==> src/rtl/multi_counter.sv <==
// Multi-channel programmable counter bank driven by one shared prescaler tick.
// Each channel has its own enable, direction, limit, terminal action, load strobe and tc pulse.
module multi_counter #(
    parameter int NUM_CH     = 4,
    parameter int WIDTH      = 32,
    parameter int PRESCALE_W = 8
) (
    input  logic                    clk,
    input  logic                    rst_n,
    input  logic [PRESCALE_W-1:0]   prescale_i,
    input  logic [NUM_CH-1:0]       en_i,
    input  logic [NUM_CH-1:0]       dir_i,
    input  logic [2*NUM_CH-1:0]     mode_i,
    input  logic [NUM_CH-1:0]       set_i,
    input  logic [NUM_CH*WIDTH-1:0] set_value_i,
    input  logic [NUM_CH*WIDTH-1:0] limit_i,
    output logic [NUM_CH*WIDTH-1:0] count_o,
    output logic [NUM_CH-1:0]       tc_o,
    output logic [NUM_CH-1:0]       running_o
);
    localparam logic [1:0] MODE_WRAP    = 2'b00;
    localparam logic [1:0] MODE_SAT     = 2'b01;
    localparam logic [1:0] MODE_ONESHOT = 2'b10;

    localparam logic [PRESCALE_W-1:0] PRE_ONE = 1;
    localparam logic [WIDTH-1:0]      CNT_ONE = 1;

    logic [PRESCALE_W-1:0] pre_q;
    logic [PRESCALE_W-1:0] pre_d;
    logic                  tick;

    // >= rather than == so lowering prescale_i below the current phase ticks at once
    always_comb begin
        tick  = (pre_q >= prescale_i);
        pre_d = tick ? '0 : pre_q + PRE_ONE;
    end

    always_ff @(posedge clk) begin
        if (!rst_n) begin
            pre_q <= '0;
        end else begin
            pre_q <= pre_d;
        end
    end

    for (genvar k = 0; k < NUM_CH; k++) begin : g_ch
        logic [WIDTH-1:0] cnt_q;
        logic [WIDTH-1:0] cnt_d;
        logic [WIDTH-1:0] lim;
        logic [WIDTH-1:0] sval;
        logic [WIDTH-1:0] step_val;
        logic [1:0]       mode;
        logic             up;
        logic             term;
        logic             tc_q;
        logic             tc_d;
        logic             run_q;
        logic             run_d;

        always_comb begin
            lim      = limit_i[k*WIDTH +: WIDTH];
            sval     = set_value_i[k*WIDTH +: WIDTH];
            mode     = mode_i[2*k +: 2];
            up       = dir_i[k];
            term     = up ? (cnt_q >= lim) : (cnt_q == '0);
            step_val = up ? cnt_q + CNT_ONE : cnt_q - CNT_ONE;
            cnt_d    = cnt_q;
            tc_d     = 1'b0;
            run_d    = run_q;
            if (set_i[k]) begin
                cnt_d = sval;
                run_d = 1'b1;
            end else if (tick && en_i[k] && run_q) begin
                if (!term) begin
                    cnt_d = step_val;
                    // saturate pulses on the step that lands on the terminal value
                    if (mode == MODE_SAT) begin
                        tc_d = up ? (step_val == lim) : (step_val == '0);
                    end
                end else begin
                    case (mode)
                        MODE_WRAP: begin
                            cnt_d = up ? '0 : lim;
                            tc_d  = 1'b1;
                        end
                        MODE_SAT: begin
                            if (up && (cnt_q != lim)) begin
                                cnt_d = lim;
                                tc_d  = 1'b1;
                            end
                        end
                        MODE_ONESHOT: begin
                            run_d = 1'b0;
                            tc_d  = 1'b1;
                        end
                        default: begin
                            cnt_d = sval;
                            tc_d  = 1'b1;
                        end
                    endcase
                end
            end
        end

        always_ff @(posedge clk) begin
            if (!rst_n) begin
                cnt_q <= '0;
                tc_q  <= 1'b0;
                run_q <= 1'b1;
            end else begin
                cnt_q <= cnt_d;
                tc_q  <= tc_d;
                run_q <= run_d;
            end
        end

        assign count_o[k*WIDTH +: WIDTH] = cnt_q;
        assign tc_o[k]                   = tc_q;
        assign running_o[k]              = run_q;
    end

endmodule
==> config.mk <==
export PLATFORM = sky130hd
export DESIGN_NAME = multi_counter
export DESIGN_NICKNAME = d
export VERILOG_FILES = /design/src/rtl/multi_counter.sv
export SDC_FILE = /design/constraint.sdc
export NUM_CORES = 1
export LEC_CHECK = 0
export CAP_MARGIN = 20
export CELL_PAD_IN_SITES_DETAIL_PLACEMENT = 1
export CELL_PAD_IN_SITES_GLOBAL_PLACEMENT = 2
export CORE_ASPECT_RATIO = 1.4
export CORE_MARGIN = 5
export CORE_UTILIZATION = 31
export DETAILED_ROUTE_END_ITERATION = 10
export HOLD_SLACK_MARGIN = 0.15
export PLACE_DENSITY = 0.94
export SLEW_MARGIN = 10
export SYNTH_ARGS = -nofsm -noshare
export SYNTH_HDL_FRONTEND = slang
export SYNTH_SLANG_ARGS = --single-unit
==> constraint.sdc <==
create_clock -name clk -period 5 [get_ports clk]
set_clock_uncertainty 0.2 [all_clocks]
set_input_delay 1 -clock clk [delete_from_list [all_inputs] [get_ports clk]]
set_output_delay 1 -clock clk [all_outputs]
set_load 0.01 [all_outputs]
==> results.md <==
* Outcome: complete, no violations
* CP Class: primary input to register
* GRT Util Overall at 26.31%
* # hold bufs at CTS at 0
* Clk sinks at 144
* Arr. time, crit path at 5.00 ns
* Pleak at 13.45 nW
* Family with the most delay on the worst path: compound AO/OA/AOI/OAI gates
* Non-filler instance count after layout at 4685
* Period utilization at 95.45%
* Clock Latency Late Sink at 0.51 ns
* First-pass GRT wire length at 163.9 mm
* Row Count at 116
* Final #Nets at 4281
* CP Launch Type: primary input
* Synthesized cell area at 0.02243 mm^2
* DP Area at 0.03007 mm^2
* Post-Syn Instances at 3110
* Fin area at 0.03062 mm^2
* Post-CTS sizing at 0
* Syn Nets at 3661
* Post-DR vias/cell at 5.854
* DIE WIDTH at 237.3 um
* Area grow syn2layout at 36.51%
* Input/output buffers at 421
* DR vias at 27426
* Largest net degree at the start of global routing at 55
* GPL Wtd Cong at 0.9822
* WL per Instance at 22.97 um
* Critical-path top delay cell: clkdlybuf4s50_1
* Inserted Clock Buffers at 17
* Clock buffer depth at 2
* Initial DRC Count at 1478
* Max Cap Viol at 0
* H-tree depth at 4
* Distinct cells, synth at 103
* Setup slack, reg-to-reg at 0.78 ns
* Max-slew headroom at 29.25%
* Die area at 0.07791 mm^2
* RSZ-0062 raised after global routing: false
* Routed WL at 107.6 mm
* WP data required at 5.22 ns
* Initial antenna violation count at 5
* Total grt overflow at 0
* Starting Density at 31.28%
* Antenna-violating nets left at 0
* Final Max Tran Viols at 0
* DRC viols at 0
* Sequential element share of the synthesized area at 12.85%
* Fraction of synthesis flops using an asynchronous set or reset pin at 0%
* DIE HEIGHT at 328.3 um
* CP Cell Sequence: clkdlybuf4s50_1 > inv_1 > ha_1 > xor2_1 > mux2_2 > a2111oi_0 > buf_4 > o311ai_1 > nor3_1 > nand3_1 > a2111oi_0 > buf_4 > nand4_1 > nor4_1 > nand4_1 > a211oi_2
* Ratio of cells with drive above 1 in the final layout at 12.59%
* Dpl hpwl at 87.91 mm
* Total Power at 6.763 mW
* Pin slew with the least headroom to its limit at 1.061 ns
* Worst Hold Class: register to register
* Synth Area per Inst at 7.212 um^2
* Final min period at 4.773 ns
* TritonCTS clock tree: yes
* Post-synth EDFFs at 0
* Ys flop type: dfxtp_1
* CTS root buf: clkbuf_16
* Final setup vio count at 0
* Vias in the first global route at 28902
* Power Dens Cells at 220.9 mW/mm^2
* Yosys warns at 0
* Core Footprint at 0.07170 mm^2
* Final count of hold timing violations at 0
* Critical path fanouts, max at 5
* Placed Cells at 4655
* Fill cell count at 8968
* #FFs+latches synth at 144
* Max incr delay on CP at 0.47 ns
* # IOs at 422
* Drt first pass iters at 5
* Kind of end point of the critical path: register
* VDD IR max at 0.2850 mV
* WP buf/inv at 4
* Fmax at 209.5 MHz
* Worst-path clk slew at 0.07 ns
* Setup bufs post-CTS at 0
## logic make-up (layout without fill, tap and decap cells)
group,Yosys count,count (layout),share of synthesized area (%)
AND/OR/NAND/NOR,934,934,20.28
AO/OA/AOI/OAI,1102,1102,33.16
flip-flops,144,144,12.85
multiplexers,53,53,2.393
other,0,1,0
buffers and inverters,388,1018,6.794
adder cells (fa/ha/maj),265,265,14.92
XOR/XNOR,224,224,9.606
## layout by cell type (no fill, tap or decap), types with 41 or more instances in the layout
master / count
clkdlybuf4s50_1: 419
buf_4: 362
a21oi_1: 307
nand2_1: 267
ha_1: 261
nor2_1: 227
inv_1: 190
o21ai_0: 183
xnor2_1: 156
dfxtp_1: 144
nand3_1: 74
nand4_1: 73
nor3_1: 72
a21o_1: 62
a211oi_1: 62
o211ai_1: 62
nor4_1: 57
xor2_1: 54
o211a_1: 51
mux2i_1: 48
a31oi_1: 41
## worst min-delay path, cell delays in order (launching register included)
cell	delay, ns
dfxtp_1	0.34
nand2_1	0.06
nand2_1	0.04
## synthesized netlist by cell type, drive strengths merged (51+ instances only)
cell type | instances | area (um^2)
xor2 | 54 | 473.0
nor4 | 60 | 387.9
nand2 | 270 | 1021
a211oi | 64 | 490.5
dfxtp | 144 | 2883
o211a | 51 | 510.5
clkbuf | 149 | 561.8
o211ai | 64 | 499.2
nor3 | 72 | 360.4
inv | 191 | 716.9
a21o | 63 | 473.0
nor2 | 228 | 858.3
nand4 | 73 | 456.7
nand3 | 74 | 370.4
o21ai | 199 | 999.7
a21oi | 314 | 1579
xnor2 | 156 | 1366
ha | 261 | 3266
## state kept, by name, indices dropped and copies added, names as in the netlist
register    flops
g_ch.cnt_q    128
g_ch.run_q      4
g_ch.tc_q       4
pre_q           8
## stage by stage
| step | util, % | hold slack [ns] | setup slack [ns] | setup TNS [ns] |
|---|---|---|---|---|
| after floorplan | - | 0.2414 | 0.3784 | 0 |
| after global placement | 41.93 | 0.2632 | -0.1741 | -0.4662 |
| after detailed placement | 41.93 | 0.2763 | -0.2083 | -0.5888 |
| after CTS | 42.69 | 0.2930 | 0.3306 | 0 |
| after global routing | 42.71 | 0.3071 | 0.004637 | 0 |
| final | 42.71 | 0.2834 | 0.2273 | 0 |
## routing by layer
layer | global-route usage (%) | share of wire, % | vias to the layer above
met5 | 0 | 0.020 | -
met4 | 13.73 | 5.5 | 4
met3 | 3.933 | 4.7 | 289
met2 | 48.41 | 51 | 870
met1 | 29.08 | 39 | 13407
li1 | - | - | 12856
## power breakdown
part           switching, mW  leakage [nW]  internal (mW)
combinational           2.15          12.0           1.86
sequential             0.177          1.19           1.23
clock                  0.651         0.255          0.698
total                   2.97          13.5           3.79
## worst paths after layout
kind | startpoint | end | depth (start not counted)
worst max register to register | g_ch[1].cnt_q[0] | g_ch[1].tc_q | 15
worst min-delay path | g_ch[2].run_q | g_ch[2].run_q | 2
worst min register to register | g_ch[2].run_q | g_ch[2].run_q | 2
worst max-delay path | dir_i[1] | g_ch[1].tc_q | 16
## area by class of cell
type / instances / area, um^2 / area share, %
Antenna cell: 1 / 2.502 / 0.008173
Clock inverter: 10 / 91.34 / 0.2983
Inverter: 193 / 724.4 / 2.366
Clock buffer: 19 / 452.9 / 1.479
Sequential cell: 144 / 2883 / 9.415
Tap cell: 944 / 1181 / 3.857
Timing Repair Buffer: 796 / 7197 / 23.50
Multi-Input combinational cell: 2578 / 18090 / 59.07
Power figures use the tool's default switching activity.
